--- config.mk ---
export PLATFORM = sky130hd
export DESIGN_NAME = cpu_sequencer
export DESIGN_NICKNAME = d
export VERILOG_FILES = /design/src/rtl/cpu_sequencer.sv
export SDC_FILE = /design/constraint.sdc
export NUM_CORES = 1
export LEC_CHECK = 0
export CORE_AREA = 2 2 65 67
export CTS_BUF_LIST = sky130_fd_sc_hd__clkbuf_16
export DETAILED_ROUTE_END_ITERATION = 8
export DIE_AREA = 0 0 67 69
export GPL_TIMING_DRIVEN = 0
export PLACE_DENSITY = 0.82
export SLEW_MARGIN = 20
export SYNTH_ARGS = -nofsm -noshare
export SYNTH_HDL_FRONTEND = slang
export SYNTH_SLANG_ARGS = --single-unit
export TNS_END_PERCENT = 1
--- constraint.sdc ---
create_clock -name clk -period 1.7 [get_ports clk]
set_clock_uncertainty 0.1 [all_clocks]
set_input_delay 0.255 -clock clk [delete_from_list [all_inputs] [get_ports clk]]
set_output_delay 0.255 -clock clk [all_outputs]
set_load 0.05 [all_outputs]
--- src/rtl/cpu_sequencer.sv ---
// cpu_sequencer: multi-cycle control sequencer for a 16-bit accumulator-less CPU.
// Drives register file, ALU and data memory controls from a latched instruction.
module cpu_sequencer #(
    parameter logic [5:0] RESET_PC   = 6'd0,
    parameter bit         FETCH_HOLD = 1'b1
) (
    input  logic        clk,
    input  logic        reset,
    input  logic        run,
    output logic [5:0]  pc_out,
    input  logic [15:0] imem_data,
    output logic [2:0]  rf_raddr_a,
    output logic [2:0]  rf_raddr_b,
    output logic [2:0]  rf_waddr,
    output logic        rf_we,
    output logic [1:0]  rf_wsel,
    output logic [1:0]  alu_op,
    input  logic        alu_zero,
    output logic [5:0]  dmem_addr,
    output logic        dmem_re,
    output logic        dmem_we,
    input  logic        dmem_ready,
    output logic        halted,
    output logic        illegal
);

    typedef enum logic [2:0] {
        FETCH,
        DECODE,
        EXEC,
        MEM,
        WB,
        HALT
    } state_t;

    localparam logic [3:0] OP_LDI  = 4'h5;
    localparam logic [3:0] OP_LD   = 4'h6;
    localparam logic [3:0] OP_ST   = 4'h7;
    localparam logic [3:0] OP_JMP  = 4'h8;
    localparam logic [3:0] OP_BEQZ = 4'h9;
    localparam logic [3:0] OP_HLT  = 4'hF;

    state_t      state_q, state_d;
    logic [5:0]  pc_q, pc_d;
    logic [15:0] ir_q, ir_d;
    logic        z_q, z_d;

    logic [3:0]  opcode;
    logic [5:0]  imm;
    logic        is_alu;
    logic        is_ill;
    logic        take_jump;
    logic        fetch_go;

    assign opcode     = ir_q[15:12];
    assign imm        = ir_q[5:0];
    assign is_alu     = opcode inside {[4'h1:4'h4]};
    assign is_ill     = opcode inside {[4'hA:4'hE]};
    assign take_jump  = (opcode == OP_JMP) || ((opcode == OP_BEQZ) && z_q);
    // With FETCH_HOLD cleared the sequencer free-runs and ignores run.
    assign fetch_go   = run | ~FETCH_HOLD;

    assign pc_out     = pc_q;
    assign rf_raddr_a = ir_q[8:6];
    assign rf_raddr_b = ir_q[11:9];
    assign rf_waddr   = ir_q[11:9];
    assign dmem_addr  = ir_q[5:0];

    // State, PC, instruction and zero-flag registers; reset clears them at once.
    always_ff @(posedge clk or negedge reset) begin
        if (!reset) begin
            state_q <= FETCH;
            pc_q    <= RESET_PC;
            ir_q    <= '0;
            z_q     <= 1'b0;
        end else begin
            state_q <= state_d;
            pc_q    <= pc_d;
            ir_q    <= ir_d;
            z_q     <= z_d;
        end
    end

    // Next-state, strobes, and the PC update taken on every return to FETCH.
    always_comb begin
        state_d = state_q;
        pc_d    = pc_q;
        ir_d    = ir_q;
        z_d     = z_q;
        rf_we   = 1'b0;
        rf_wsel = 2'd0;
        alu_op  = 2'd0;
        dmem_re = 1'b0;
        dmem_we = 1'b0;
        halted  = 1'b0;
        illegal = 1'b0;

        unique case (state_q)
            FETCH: begin
                if (fetch_go) begin
                    ir_d    = imem_data;
                    state_d = DECODE;
                end
            end
            DECODE: begin
                illegal = is_ill;
                state_d = (opcode == OP_HLT) ? HALT : EXEC;
            end
            EXEC: begin
                if (is_alu) begin
                    alu_op = 2'(opcode - 4'd1);
                    z_d    = alu_zero;
                end
                if (is_alu || (opcode == OP_LDI)) begin
                    state_d = WB;
                end else if ((opcode == OP_LD) || (opcode == OP_ST)) begin
                    state_d = MEM;
                end else begin
                    state_d = FETCH;
                end
            end
            MEM: begin
                dmem_re = (opcode == OP_LD);
                dmem_we = (opcode == OP_ST);
                if (dmem_ready) begin
                    state_d = (opcode == OP_LD) ? WB : FETCH;
                end
            end
            WB: begin
                rf_we   = 1'b1;
                if (opcode == OP_LD) begin
                    rf_wsel = 2'd2;
                end else if (opcode == OP_LDI) begin
                    rf_wsel = 2'd1;
                end
                state_d = FETCH;
            end
            HALT: begin
                halted = 1'b1;
            end
            default: begin
                state_d = FETCH;
            end
        endcase

        if ((state_q != FETCH) && (state_d == FETCH)) begin
            pc_d = take_jump ? imm : pc_q + 6'd1;
        end
    end

endmodule

After elaboration in Yosys (flattened, before gate mapping)
Cells that the tools add are included.
Cells by class
  add/subtract/negate cells: 2
  $lt $le $gt $ge: 4
  equal/unequal tests: 11
  multiplexer cells: 18
  reductions and logical operators: 12
Operator list (number)
  $mux W3: 5
  $pmux W3 S5: 1
  $eq A4 B3 Y1 const B: 3
  $eq A4 B4 Y1 const B: 3
  $mux W2: 5
  $add A6 B1 Y6 const B: 1
  $eq A3 B2 Y1 const B: 2
  $eq A3 B3 Y1 const B: 2
  $logic_not A3 Y1: 2
  $mux W1: 6
  $mux W6: 1
  $ge A4 B1 Y1 const B: 1
  $ge A4 B4 Y1 const B: 1
  $le A4 B3 Y1 const B: 1
  $le A4 B4 Y1 const B: 1
  $logic_and A1 B1 Y1: 4
  $reduce_and A2 Y1: 2
  $eq A3 B1 Y1 const B: 1
  $logic_or A1 B1 Y1: 3
  $reduce_bool A3 Y1: 1
  $sub A2 B1 Y2 const B: 1
Storage, ports and cells
  register bits after elaboration: 26
  input bits: 21
  output and inout bits: 30
  word-level logic and storage cells: 51

Longest topological paths before layout
Gate-level depths: netlist (run 1).
  depth after elaboration: 7
  gate-level depth with buffers: 8
  gate-level depth less buffers: 7

Worst setup path after synthesis (run 1)
OpenSTA, ideal clock, no wires.
  kind: reg-to-output
  start: register state_q[1]
  end: output port rf_wsel[0]
  arrival time: 3.332 ns
  data required time: 1.345 ns
  setup slack: -1.987 ns
  stages on the path, launching flop included: 4
  buffers on the path: 1
  cells stage by stage: dfrtp_1 buf_4 nor3b_1 nor4bb_1
On the way
  longest elaborated chain between the ends: 2
RTL lines
  start: declaration: RTL line 43  | state_t state_q, state_d;
  start signal: assignment: RTL line 77  | state_q <= state_d;
  $eq A3 B3 Y1: RTL line 98  | unique case (state_q)
  $mux W2: RTL line 98
  end: declaration: RTL line 16  | output logic [1:0] rf_wsel,
No other way between the ends.

Worst setup path after layout (run 1)
  start: register state_q[2]
  end: output port alu_op[1]
On the way
  longest elaborated chain between the ends: 2
RTL lines
  $eq A3 B2 Y1: RTL line 98
  $mux W2: RTL line 98
  end: declaration: RTL line 17  | output logic [1:0] alu_op,
No other way between the ends.

==> results.toml, run 1 <==
[drt]
drt_first_pass_iters = 4
drc = 0
vias_per_cell = 5.13
postRouteAntennaNets = 0
first_iter_violations = 97
vias = 1400
routedWlPerCell_um = 14.2
wl_mm = 3.88

[synth]
ys_warn_count = 0
ys.flop_type = "dfrtp_1"
yosysTopAreaCellShare_pct = 41.9
synth_enable_flop_cells = 0
synthArstFlopShare_pct = 100
synth_area_leaders = "dfrtp_1 42%, mux2_2 9.4%, buf_4 8.2%"
syn-num-nets = 181
syn_area_mm2 = 0.00155
yosysSeqAreaShare_pct = 41.9
ys_types = 39
netlist_instances = 154
syn-mean-instance-area_um2 = 10.1
synth-seq-cells = 26
yosysTopAreaCell = "dfrtp_1"

[layout]
antenna_cells = 0
multi_input_area_um2 = 895
final_util_pct = 63.0
final_cell_mix = "47 x buf_4, 23 x dfrtp_1, 19 x clkdlybuf4s50_1"
drive_gt1_share_pct = 49.3
fin_nets = 251
syn_to_final_growth_pct = 59.0
num-fill-cells = 342
final_common_cell = "buf_4"
regArea_um2 = 654

[global_route]
grt_max_degree = 27
grt_pass1_wl_mm = 6.05
grt_pass1_vias = 1340
track_usage_pct = 16.5
grt_overflow = 0
antenna_found_initial = 0

[die]
dieArea_mm2 = 0.00462
die_h_um = 69
fp-row-count = 23
coreArea_mm2 = 0.00391
io_pins = 51
die_w_um = 67
start_util_pct = 39.6

[place]
port_buffers = 50
dp_hpwl_mm = 2.56
gp_congestion = 0.810

[clocking]
numCtsBuffers = 3
clk_pin_slew_ns = 0.06
clkLatencyLatePin_ns = 0.26
ctsLongestPathBuffers = 2
htree_levels = 1
cts_tree = "yes"
cts_num_sinks = 26
cts_root_buffer = "clkbuf_16"

[worst_setup_path]
crit_path_start_kind = "flip-flop"
reg2regPathDepth = 7
cp.arrival_ns = 1.70
r2r_slack_ns = -0.28
cp-end-kind = "output port"
rr_endpoint = "pc_out[5]"
path_class = "reg -> out"
timing.rr.start = "ir_q[12]"
path_max_fanout = 3
crit_required_ns = 1.34

[job]
cap_violations = 0

[timing]
worst_slack_ns = -0.360
clock.fmax_mhz = 485
final_max_slew_viol_count = 0
tns_ns = -5.06
tightest_slew_ns = 0.562
post-route-min-period_ns = 2.06
setup_violations = 29
rsz0062_at_grt = "yes"
finalHoldViolations = 0
max_slew_margin_pct = 62.5
fin_crit_sh_pct = 121

[run_status]
outcome = "finished, violations left"
failed_checks = "setup timing"

[worst_hold_path]
hold_path_class = "reg -> reg"
hold_path_depth = 1
min_from = "ir_q[6]"
hold_end = "ir_q[6]"
worst max-delay path by stage:
stage,end,cells after the start,from
2_1_floorplan,rf_wsel[0],3,state_q[0]
3_3_place_gp,alu_op[1],6,state_q[2]
3_5_place_dp,alu_op[0],6,state_q[2]
4_1_cts,alu_op[0],6,state_q[2]
5_1_grt,alu_op[1],6,state_q[2]
6_report,alu_op[1],6,state_q[2]
Yosys cell counts (2+ instances only):
master / n
mux2i_1: 3
nor3_1: 2
nand2b_1: 2
nand3_1: 4
a21oi_1: 10
buf_2: 3
dfrtp_1: 26
and3_1: 2
nor3b_1: 2
nor2_1: 11
a31oi_1: 3
inv_1: 6
a21o_2: 2
mux2_2: 13
ha_1: 6
o21ai_0: 8
buf_4: 17
nand2_1: 12
o211ai_1: 2
area by class of cell:
cell class	instances	area share (%)
Clock buffer	3	3.04
Clock inverter	1	0.152
Multi-Input combinational cell	101	36.3
Sequential cell	26	26.5
Timing Repair Buffer	65	23.2
Tap cell	50	2.54
Buffer	21	7.00
Inverter	6	1.22
sequential cells by signal, summed over array words and instances, names as in the netlist:
signal   flops
state_q      3
z_q          1
ir_q        16
pc_out       6
worst max-delay path, cell delays in order, from the launching register on:
cell and delay, ns:
dfrtp_2 0.42, nand2b_4 0.14, or3_4 0.35, a21oi_4 0.15, o21ai_4 0.09, nor2_2 0.13
buf_6 0.17
metal layers:
layer	track usage, %	routed length (um)	vias up
li1	-	-	663
met1	21.3	1650	686
met2	28.5	2010	49
met3	3.10	209	2
met4	3.17	14	0
met5	0	0	-
cells by family (layout without fill, tap and decap cells):
group	count (synthesis)	after routing	share of synthesized area, %
fa+ha+maj	6	6	4.84
buf+inv	27	96	11.4
simple gates	46	46	16.7
flops	26	26	41.9
mux	16	16	11.4
compound gates	33	33	13.8
stage by stage:
stage / hold slack, ns / cells / setup slack, ns / instance area (um^2)
after floorplan: -0.141 / 154 / -0.464 / 1630
after global placement: 0.391 / 254 / -0.916 / 2190
after detailed placement: 0.184 / 254 / -0.915 / 2180
after CTS: 0.419 / 266 / -0.355 / 2340
after global routing: 0.445 / 273 / -0.407 / 2470
final: 0.413 / 273 / -0.360 / 2470
timing repair:
item | CTS | global route
hold buffers | 1 | 0
hold endpoints to repair | 26 | 0
pin swaps | 7 | 8
buffers inserted | 7 | 7
gates resized for setup | 100 | 21
endpoints found under the setup margin | 52 | 31
Power of run 1 is not shown: default switching activity piles up to over one toggle a cycle in this logic, so the estimate is an artifact.
==> run 2: changes to the inputs <==
CORE_AREA = 2 2 59 74   (was 2 2 65 67)
DIE_AREA = 0 0 61 76   (was 0 0 67 69)
PLACE_DENSITY = 0.81   (was 0.82)
==> run 2 against run 1 <==
Effect of this change: the run still ends with setup timing left; final area is 1.6% lower; die area up 0.28%; register-to-register slack improved by 0.03 ns; hold slack worse by 0.0042 ns; clock-buffer cell count stayed put; sequential share of layout area increased by 0.48 points; first-iteration DRC count down 29%.
==> results.toml, run 2 (synthesis results as in run 1) <==
[run_status]
outcome = "finished, violations left"
failed_checks = "setup timing"

[timing]
post-route-min-period_ns = 2.05
setup_violations = 16
worst_slack_ns = -0.348
fin_crit_sh_pct = 120
final_max_slew_viol_count = 0
finalHoldViolations = 0
max_slew_margin_pct = 62.0
clock.fmax_mhz = 488
rsz0062_at_grt = "yes"
tns_ns = -2.92
tightest_slew_ns = 0.570

[worst_hold_path]
hold_path_class = "reg -> reg"
hold_path_depth = 1
min_from = "ir_q[8]"
hold_end = "ir_q[8]"

[place]
dp_cells = 260
gp_congestion = 0.771
port_buffers = 50
dpl-instance-area_mm2 = 0.00219
dp_hpwl_mm = 2.51

[worst_setup_path]
path_max_fanout = 3
r2r_slack_ns = -0.25
path_class = "reg -> out"
cp.arrival_ns = 1.69
cp-end-kind = "output port"
crit_path_start_kind = "flip-flop"
timing.rr.start = "ir_q[12]"
crit_required_ns = 1.34
reg2regPathDepth = 7
rr_endpoint = "pc_out[0]"

[drt]
drc = 0
routedWlPerCell_um = 13.5
vias = 1344
first_iter_violations = 69
wl_mm = 3.67
vias_per_cell = 4.94
drt_first_pass_iters = 4
postRouteAntennaNets = 0

[die]
die_w_um = 61
dieArea_mm2 = 0.00464
start_util_pct = 38.8
coreArea_mm2 = 0.00400
io_pins = 51
fp-row-count = 26
die_h_um = 76

[clocking]
numCtsBuffers = 3
ctsLongestPathBuffers = 2
htree_levels = 1
cts_root_buffer = "clkbuf_16"
cts_tree = "yes"
clk_pin_slew_ns = 0.06
cts_num_sinks = 26
clkLatencyLatePin_ns = 0.26

[layout]
top_register = "ir_q"
antenna_cells = 0
stdcell_area_mm2 = 0.00243
final_cell_mix = "41 x buf_4, 22 x dfrtp_1, 19 x clkdlybuf4s50_1"
finalNonFillerCells = 272
fin_nets = 244
drive_gt1_share_pct = 49.1
largest_reg_flops = 16
final_common_cell = "buf_4"
syn_to_final_growth_pct = 56.5
final_util_pct = 60.7

[global_route]
antenna_found_initial = 0
grt_pass1_vias = 1351
track_usage_pct = 16.8
grt_max_degree = 27
grt_pass1_wl_mm = 6.10
grt_overflow = 0

[job]
cap_violations = 0
## run 2: worst max path at each step
stage | cells past startpoint | from | to | slack (ns)
final | 6 | state_q[2] | alu_op[1] | -0.35
after global routing | 6 | state_q[2] | alu_op[0] | -0.41
after CTS | 6 | state_q[2] | alu_op[1] | -0.34
after detailed placement | 6 | state_q[2] | alu_op[1] | -0.90
after global placement | 6 | state_q[2] | alu_op[0] | -0.86
after floorplan | 3 | state_q[0] | rf_wsel[0] | -0.46
## run 2: what timing repair did
item	in CTS	in global routing
hold buffers	1	0
pin swaps	5	1
endpoints found under the setup margin	52	30
endpoints found under the hold margin	26	0
buffers inserted	3	4
gates resized for setup	99	14
## run 2: layout make-up
cell class / instances / area (um^2)
Inverter: 6 / 27.5
Clock buffer: 3 / 75.1
Buffer: 21 / 170
Sequential cell: 26 / 656
Multi-Input combinational cell: 101 / 886
Clock inverter: 1 / 30.0
Tap cell: 56 / 70.1
Fill cell: 348 / 1570
Timing Repair Buffer: 58 / 513
## run 2: through the flow
stage | setup slack, ns | hold WS (ns)
finish | -0.348 | 0.409
global route | -0.407 | 0.428
CTS | -0.343 | 0.413
detailed placement | -0.896 | 0.188
global placement | -0.857 | 0.391
floorplan | -0.464 | -0.141
## run 2: worst max-delay path: stages, from the launching register on
cell and delay (ns):
dfrtp_2 0.42, nand2b_4 0.17, or3_4 0.36, a21oi_2 0.13, o21ai_2 0.09, nor2_2 0.10, buf_6 0.16
## run 2: routing by layer
metal,wire (um),track usage (%),up-vias,part of all wire [%]
li1,-,-,653,-
met3,77,1.02,2,2.1
met1,1460,21.8,661,40
met2,2090,28.6,28,57
met4,42,5.87,0,1.1
met5,0,0,-,0
Power of run 2 is left out for the same reason.
==> run 3: changes to the inputs <==
CELL_PAD_IN_SITES_DETAIL_PLACEMENT = 1   (was not set)
CELL_PAD_IN_SITES_GLOBAL_PLACEMENT = 1   (was not set)
CORE_AREA = 2 2 67 85   (was 2 2 59 74)
DIE_AREA = 0 0 69 87   (was 0 0 61 76)
==> run 3 against run 2 <==
Effect of this change: routed wire length grew 14%; critical path depth unchanged; via count increased by 0.45%; setup slack improved by 0.0055 ns; core utilization decreased by 14 points; hold slack improved by 0.0031 ns; the flow still finishes with violations (setup timing); register-to-register slack barely moved; largest cell class unchanged; final cell count up 4.4%; first-iteration DRC count is 46% lower; die area rose by 29%; sequential share of layout area down 0.22 points.
==> results.toml, run 3 (synthesis results as in run 1) <==
[layout]
largest_reg_flops = 16
syn_to_final_growth_pct = 57.4
top_register = "ir_q"
final_util_pct = 46.5
final_common_cell = "buf_4"
antenna_cells = 0
drive_gt1_share_pct = 49.1
num-fill-cells = 584
final_cell_mix = "44 x buf_4, 23 x dfrtp_1, 19 x clkdlybuf4s50_1"
finalNonFillerCells = 284
fin_nets = 248

[timing]
tightest_slew_ns = 0.620
rsz0062_at_grt = "yes"
clock.fmax_mhz = 490
max_slew_margin_pct = 58.6
worst_slack_ns = -0.342
post-route-min-period_ns = 2.04
tns_ns = -3.12
setup_violations = 15
final_max_slew_viol_count = 0
finalHoldViolations = 0
fin_crit_sh_pct = 120

[clocking]
clkLatencyLatePin_ns = 0.26
cts_num_sinks = 26
cts_tree = "yes"
ctsLongestPathBuffers = 2
clk_pin_slew_ns = 0.06
numCtsBuffers = 3
htree_levels = 1
cts_root_buffer = "clkbuf_16"

[pwr]
peakVddDrop_mv = 1.14
p_leak_nw = 1.08
power_density_mw_per_mm2 = 2330
finalPower_mw = 5.70

[worst_setup_path]
path_class = "reg -> out"
crit_slowest_cell = "dfrtp_2"
crit_path_start_kind = "flip-flop"
cp_slowest_stage_delay_ns = 0.41
crit_chain = "nand2b_4, or3_4, a21oi_2, o21ai_2, nor2_2, buf_6"
crit_required_ns = 1.34
cp.arrival_ns = 1.69
cp-end-kind = "output port"
path_max_fanout = 3

[drt]
postRouteAntennaNets = 0
wl_met3_um = 106
drc = 0
top_layer = "met4"
wl_met1_mm = 1.72
vias = 1350
first_iter_violations = 37
routedWlPerCell_um = 14.8
drt_first_pass_iters = 4
wl_mm = 4.20
wl_met2_mm = 2.34
vias_per_cell = 4.75

[global_route]
grt_pass1_vias = 1470
antenna_found_initial = 0
track_usage_pct = 14.1
grt_overflow = 0
grt_pass1_wl_mm = 6.91
grt_max_degree = 27

[die]
die_w_um = 69
dieArea_mm2 = 0.00600
start_util_pct = 29.5
die_h_um = 87
fp-row-count = 30
coreArea_mm2 = 0.00526
io_pins = 51

[place]
gp_congestion = 0.752
dp_cells = 268
port_buffers = 50
dp_hpwl_mm = 2.97

[worst_hold_path]
hold_path_class = "reg -> reg"

[run_status]
outcome = "finished, violations left"
failed_checks = "setup timing"

[job]
cap_violations = 0
-- run 3: changes by cell type in the layout (fill, tap and decap cells not counted), sizes merged --
cell / previous run / this run
buf: 53 / 57
-- run 3: critical path: cells and delay by family, from the launching register on --
family	cells	cell delay (ns)
AO/OA/AOI/OAI	2	0.23
flip-flops	1	0.41
buffers and inverters	1	0.16
AND/OR/NAND/NOR	3	0.62
-- run 3: final timing paths --
| kind | from | to | slack [ns] | depth (start not counted) |
|---|---|---|---|---|
| max | state_q[2] | alu_op[0] | -0.34 | 6 |
| min | ir_q[6] | ir_q[6] | 0.41 | 1 |
| max reg2reg | ir_q[13] | pc_out[0] | -0.25 | 8 |
| min reg2reg | ir_q[6] | ir_q[6] | 0.41 | 1 |
| max in group asynchronous | reset | state_q[2] | 0.61 | 2 |
| min in group asynchronous | reset | ir_q[6] | 0.45 | 2 |
-- run 3: what timing repair did --
item | 4_1_cts | 5_1_grt
gates resized for setup | 99 | 10
pin swaps | 5 | 1
endpoints found under the setup margin | 52 | 31
hold buffers | 1 | 0
hold endpoints to repair | 26 | 0
setup buffers | 8 | 3
-- run 3: report_power, final --
group	internal, mW	switching, mW	leakage (nW)
Sequential	0.939	0.311	0.305
Clock	0.468	0.213	0.0511
Combinational	1.59	2.17	0.721
-- run 3: cell type report --
| cell class | instances | area [um^2] | area share, % |
|---|---|---|---|
| inverter | 6 | 25.0 | 1.02 |
| buffer | 21 | 170 | 6.97 |
| sequential | 26 | 654 | 26.8 |
| tap | 64 | 80.1 | 3.28 |
| clock buffer | 3 | 75.1 | 3.07 |
| clock inverter | 1 | 30.0 | 1.23 |
| multi-input combinational | 101 | 863 | 35.3 |
| timing repair buffer | 62 | 544 | 22.3 |
-- run 3: routing by layer --
layer / global-route usage [%] / vias up
met5: 0 / -
met3: 1.50 / 2
li1: - / 657
met2: 27.3 / 21
met4: 4.28 / 0
met1: 16.3 / 670
-- run 3: through the flow --
step	hold slack, ns	area (um^2)	worst slack (ns)
6_report	0.412	2440	-0.342
5_1_grt	0.443	2440	-0.406
2_1_floorplan	-0.141	1630	-0.464
3_3_place_gp	0.393	2210	-0.877
4_1_cts	0.416	2390	-0.328
3_5_place_dp	0.207	2200	-0.896
Power figures use the tool's default switching activity.
